File: config.mk
export PLATFORM = sky130hd
export DESIGN_NAME = uart_tx_arbiter
export DESIGN_NICKNAME = d
export VERILOG_FILES = /design/src/rtl/uart_arb_pkg.sv /design/src/rtl/uart_rr_picker.sv /design/src/rtl/uart_tx_arbiter.sv
export SDC_FILE = /design/constraint.sdc
export NUM_CORES = 1
export LEC_CHECK = 0
export ABC_AREA = 1
export CORE_UTILIZATION = 48
export DETAILED_ROUTE_END_ITERATION = 6
export PLACE_DENSITY = 0.86
export SLEW_MARGIN = 10
export SYNTH_ARGS = -nofsm -noshare
export SYNTH_HDL_FRONTEND = slang
export SYNTH_SLANG_ARGS = --single-unit
File: constraint.sdc
create_clock -name clk -period 3.63 [get_ports clk]
set_input_delay 1.089 -clock clk [delete_from_list [all_inputs] [get_ports clk]]
set_output_delay 1.089 -clock clk [all_outputs]
set_load 0.005 [all_outputs]
File: src/rtl/uart_arb_pkg.sv
// uart_arb_pkg: shared types and defaults for the UART TX arbiter.
// Optional feature macro: ARB_TIMEOUT_EN (grant timeout in S_GRANT).
package uart_arb_pkg;

  typedef enum logic [1:0] {
    S_IDLE,
    S_GRANT,
    S_LOAD,
    S_WAIT
  } arb_state_t;

  localparam int SRC_WATCH   = 0;
  localparam int SRC_SR04    = 1;
  localparam int SRC_DHT     = 2;

  localparam int NREQ_DEF    = 3;
  localparam int TIMEOUT_DEF = 100_000;

endpackage

File: src/rtl/uart_rr_picker.sv
// uart_rr_picker: combinational round-robin search.
// First requester after rr_ptr (mod NREQ) wins, one-hot.
module uart_rr_picker
  import uart_arb_pkg::*;
#(
  parameter int NREQ = NREQ_DEF,
  localparam int PW  = $clog2(NREQ)
) (
  input  logic [NREQ-1:0] req,
  input  logic [PW-1:0]   rr_ptr,
  output logic            any,
  output logic [NREQ-1:0] win
);

  logic [PW:0] idx;
  logic        found;

  // Scan NREQ slots starting after rr_ptr, wrapping explicitly
  always_comb begin
    any   = |req;
    win   = '0;
    found = 1'b0;
    idx   = '0;
    for (int i = 0; i < NREQ; i++) begin
      idx = {1'b0, rr_ptr} + (PW+1)'(i + 1);
      if (idx >= (PW+1)'(NREQ))
        idx = idx - (PW+1)'(NREQ);
      if (!found && req[idx]) begin
        win[idx] = 1'b1;
        found    = 1'b1;
      end
    end
  end

endmodule

File: src/rtl/uart_tx_arbiter.sv
// uart_tx_arbiter: round-robin, packet-locked share of one uart_tx.
// Optional macro ARB_TIMEOUT_EN revokes a grant stalled TIMEOUT_CYC cycles.
module uart_tx_arbiter
  import uart_arb_pkg::*;
#(
  parameter int NREQ        = NREQ_DEF,
  parameter int TIMEOUT_CYC = TIMEOUT_DEF
) (
  input  logic            clk,
  input  logic            rst,
  input  logic [NREQ-1:0] req,
  input  logic [NREQ-1:0] req_valid,
  input  logic [NREQ-1:0] req_last,
  input  logic [NREQ*8-1:0] req_data,
  output logic [NREQ-1:0] req_ready,
  output logic [NREQ-1:0] grant,
  output logic            tx_start,
  output logic [7:0]      tx_data,
  input  logic            tx_done
);

  localparam int PW = $clog2(NREQ);

  arb_state_t      state_q, state_d;
  logic [NREQ-1:0] grant_q, grant_d;
  logic [PW-1:0]   rr_ptr_q, rr_ptr_d;
  logic [7:0]      tx_data_q, tx_data_d;
  logic            last_q, last_d;
  logic [NREQ-1:0] req_ready_q, req_ready_d;
  logic            tx_start_q, tx_start_d;

  logic            any;
  logic [NREQ-1:0] win;
  logic [PW-1:0]   win_idx;
  logic [7:0]      sel_data;
  logic            sel_valid;
  logic            sel_last;
  logic            sel_req;
  logic            tmo_hit;

  uart_rr_picker #(.NREQ(NREQ)) u_pick (
    .req    (req),
    .rr_ptr (rr_ptr_q),
    .any    (any),
    .win    (win)
  );

  // Route the granted source's lane and encode the picker winner
  always_comb begin
    sel_data  = '0;
    sel_valid = 1'b0;
    sel_last  = 1'b0;
    sel_req   = 1'b0;
    win_idx   = '0;
    for (int i = 0; i < NREQ; i++) begin
      if (grant_q[i]) begin
        sel_data  = req_data[8*i +: 8];
        sel_valid = req_valid[i];
        sel_last  = req_last[i];
        sel_req   = req[i];
      end
      if (win[i])
        win_idx = PW'(i);
    end
  end

`ifdef ARB_TIMEOUT_EN
  localparam int TW = $clog2(TIMEOUT_CYC + 1);
  localparam logic [TW-1:0] TMO_MAX = TW'(TIMEOUT_CYC);

  logic [TW-1:0] tmo_q, tmo_d;
  logic [TW-1:0] tmo_inc;
  logic          stall;

  // Count stalled S_GRANT cycles; clear on a byte or leaving S_GRANT
  always_comb begin
    stall   = (state_q == S_GRANT) && !sel_valid && sel_req;
    tmo_inc = (tmo_q == TMO_MAX) ? tmo_q : tmo_q + 1'b1;
    tmo_hit = stall && (tmo_inc == TMO_MAX);
    tmo_d   = '0;
    if (stall && !tmo_hit)
      tmo_d = tmo_inc;
  end

  // Timeout counter register
  always_ff @(posedge clk or negedge rst) begin
    if (!rst) tmo_q <= '0;
    else      tmo_q <= tmo_d;
  end
`else
  logic unused_tmo;
  assign tmo_hit    = 1'b0;
  assign unused_tmo = (TIMEOUT_CYC == 0);
`endif

  // Next-state and output logic of the arbitration FSM
  always_comb begin
    state_d     = state_q;
    grant_d     = grant_q;
    rr_ptr_d    = rr_ptr_q;
    tx_data_d   = tx_data_q;
    last_d      = last_q;
    req_ready_d = '0;
    tx_start_d  = 1'b0;
    unique case (state_q)
      S_IDLE: begin
        if (any) begin
          grant_d  = win;
          rr_ptr_d = win_idx;
          state_d  = S_GRANT;
        end
      end
      S_GRANT: begin
        if (sel_valid) begin
          tx_data_d   = sel_data;
          last_d      = sel_last;
          req_ready_d = grant_q;
          state_d     = S_LOAD;
        end else if (!sel_req || tmo_hit) begin
          grant_d = '0;
          state_d = S_IDLE;
        end
      end
      S_LOAD: begin
        tx_start_d = 1'b1;
        state_d    = S_WAIT;
      end
      S_WAIT: begin
        if (tx_done) begin
          if (last_q) begin
            grant_d = '0;
            state_d = S_IDLE;
          end else begin
            state_d = S_GRANT;
          end
        end
      end
      default: begin
        grant_d = '0;
        state_d = S_IDLE;
      end
    endcase
  end

  // FSM and datapath registers
  always_ff @(posedge clk or negedge rst) begin
    if (!rst) begin
      state_q     <= S_IDLE;
      grant_q     <= '0;
      rr_ptr_q    <= PW'(NREQ - 1);
      tx_data_q   <= 8'h00;
      last_q      <= 1'b0;
      req_ready_q <= '0;
      tx_start_q  <= 1'b0;
    end else begin
      state_q     <= state_d;
      grant_q     <= grant_d;
      rr_ptr_q    <= rr_ptr_d;
      tx_data_q   <= tx_data_d;
      last_q      <= last_d;
      req_ready_q <= req_ready_d;
      tx_start_q  <= tx_start_d;
    end
  end

  assign grant     = grant_q;
  assign req_ready = req_ready_q;
  assign tx_start  = tx_start_q;
  assign tx_data   = tx_data_q;

endmodule
==> results_dict.tcl <==
set metrics [dict create \
    run_status "completed" \
    grt_pass1_wl_mm 5.616 \
    htree_levels 1 \
    yosys.area.top_type "dfrtp_1" \
    groute.usage.overall_pct 22.70 \
    io_buffers 50 \
    slowest_stage "dfrtp_1" \
    grt.overflow.total 0 \
    worstSetupStartpointType "flip-flop" \
    grt_max_degree 23 \
    core_area_sq_mm 0.002758 \
    synth_area_sq_mm 0.001388 \
    io_pins 51 \
    synth_mux_area_share_pct 0 \
    crit_start "grant[1]$_DFFE_PN0P_" \
    rsz0062_at_grt "no" \
    place.gp.congestion 0.8510 \
    drv_cap 0 \
    avgSynthCellArea_sq_um 7.582 \
    cellPowerDensity_mw_per_mm2 634.5 \
    clock_sinks 20 \
    cts_setup_buffers 0 \
    synthCells 183 \
    max-slew-margin-rel_pct 42.41 \
    wirelength_mm 3.289 \
    synth_xor_area_share_pct 0 \
    cts_buffer_depth 2 \
    arrival_ps 1550 \
    reg2reg_depth 7 \
    synth_cell_types 29 \
    drtPass1Iterations 5 \
    ant_nets 0 \
    drc 0 \
    antenna_found_initial 0 \
    antenna_cells 0 \
    dr.first_iter.drc_count 51 \
    top_layer "met4" \
    yosysSeqAreaShare_pct 36.16 \
    cp_top_family "flip-flops" \
    fin_tns_setup_ps 0 \
    nNetsFinal 274 \
    post-route-period-util_pct 72.65 \
    crit_type "flip-flop to primary output" \
    synthAdderAreaFrac_pct 5.410 \
    met3_length_um 157 \
    multi_input_area_sq_um 785.8 \
    via_per_inst 5.263 \
    place_inst 258 \
    peakVddDrop_v 0.0004816 \
    m1WireLength_mm 1.481 \
    synth_top_family_by_area "simple AND/OR/NAND/NOR gates" \
    path_cells "clkdlybuf4s50_1" \
    hp-class "flip-flop to flip-flop" \
    seq_area_sq_um 501.7 \
    initial_core_util_pct 50.32 \
    cts_made_buffers 3 \
    clock-root-buffer "clkbuf_4" \
    report.final.slew_viol_count 0 \
    leakagePower_nw 0.9024 \
    die_y_um 55.77 \
    worstSetupEndpointType "primary output" \
    yosys-top-cells-area "dfrtp_1 34%, nand2_1 17%, o31ai_2 7.2%" \
    max_freq_ghz 0.3792 \
    die-area_sq_mm 0.003110 \
    cts_tree "done" \
    hold_ws_ps 489.3 \
    rr_endpoint "grant[2]$_DFFE_PN0P_" \
    r2r_slack_ps 1530 \
    routed-wl-met2_mm 1.612 \
    synth_compound_area_share_pct 17.22 \
    grt_pass1_vias 1271 \
    required_ps 2540 \
    setup_viol 0 \
    drive_gt1_share_pct 11.69 \
    clk_latency_ps 300 \
    synth_warnings 0 \
    area_delta_synth_final_pct 38.14 \
    fin_crit_ps 2637 \
    path_max_fanout 13 \
    wl_per_cell_um 12.55 \
    r2r-start "grant[1]$_DFFE_PN0P_" \
    cpPeakStageDelay_ps 660 \
    ctsResizeCount 0 \
    crit_cells 1 \
    finClkSkew_ps 7.069 \
    num_rows 19 \
    path_buf_inv 1 \
    hold_depth 2 \
    min_to "tx_data[0]$_DFFE_PN0P_" \
    ctsHoldBuffers 0 \
    synthSimpleGateAreaFrac_pct 33.99 \
    vias 1379 \
    dp_hpwl_mm 2.513 \
    clk_pin_slew_ps 100 \
    die_w_um 55.77 \
    fillCellCount 234 \
    hp-start "tx_data[0]$_DFFE_PN0P_" \
    tightest_slew_ps 861.2 \
    syn-num-nets 225 \
    final_hold_viol_count 0 \
    final_cells 262 \
    synth_top_area_share_pct 34.27 \
    ys_ff_latch 20 \
]
area by class of cell:
class	instances	area share, %
Timing Repair Buffer	50	26.11
Clock buffer	4	1.371
Sequential cell	20	26.17
Tap cell	31	2.023
Multi-Input combinational cell	140	40.99
Inverter	17	3.329
report_power, final:
group / switching [mW] / internal, mW
Clock: 0.0665 / 0.0429
Combinational: 0.422 / 0.313
Sequential: 0.0765 / 0.296
Total: 0.565 / 0.651
metal layers:
layer,GRT usage (%),vias up
met4,7.143,0
met2,37.35,47
met3,5.116,4
met1,29.66,632
li1,-,696
met5,0,-
logic make-up (layout without fill, tap and decap cells):
family | Yosys count | after routing
AO/OA/AOI/OAI | 30 | 30
adder cells (fa/ha/maj) | 6 | 6
buffers and inverters | 23 | 71
flip-flops | 20 | 20
AND/OR/NAND/NOR | 104 | 104
worst max path at each step:
stage                     slack [ps]                     end
after floorplan                 1790  state_q[0]$_DFFE_PN0P_
after global placement          1010    grant[0]$_DFFE_PN0P_
after detailed placement         940    grant[2]$_DFFE_PN0P_
after CTS                        980                grant[0]
after global routing             910                grant[0]
final                            990                grant[1]
state kept, by name, indices dropped and copies added (netlist names), named ones only:
register   flops
rr_ptr_q       2
state_q        1
last_q         1
tx_data        8
grant          3
req_ready      3
tx_start       1
stage by stage:
stage / power [mW] / util, % / setup slack (ps) / area (sq um)
floorplan: 0.8880 / - / 1785 / 1388
global placement: 1.094 / 68.56 / 1007 / 1891
detailed placement: 1.110 / 68.56 / 939.9 / 1891
CTS: 1.222 / 69.51 / 980.3 / 1917
global route: 1.337 / 69.51 / 905.0 / 1917
finish: 1.216 / 69.51 / 992.6 / 1917
synth_stat cells:
cell type / number
o21bai_1: 2
ha_1: 6
nand2_4: 1
nand3_4: 2
buf_2: 2
nand2_2: 4
o31ai_1: 1
o21ai_1: 2
buf_4: 1
nand2_1: 61
nand4_1: 1
a31oi_1: 9
nand3_1: 12
nor3_1: 2
clkbuf_1: 2
o21ai_2: 2
dfrtp_1: 19
dfstp_2: 1
buf_6: 1
o31ai_2: 8
nor2_1: 18
inv_2: 3
nor2_2: 1
a21oi_1: 2
inv_1: 14
o211ai_1: 1
nor2_4: 1
nor3_2: 1
o21ai_0: 3
layout by cell type (no fill, tap or decap), drive strengths merged:
master / n
a21oi: 2
a31oi: 9
clkbuf: 4
clkdlybuf4s50: 50
dfrtp: 19
dfstp: 1
ha: 6
inv: 17
nand2: 66
nand3: 14
nand4: 1
nor2: 20
nor3: 3
o211ai: 1
o21ai: 7
o21bai: 2
o31ai: 9
Power figures use the tool's default switching activity.
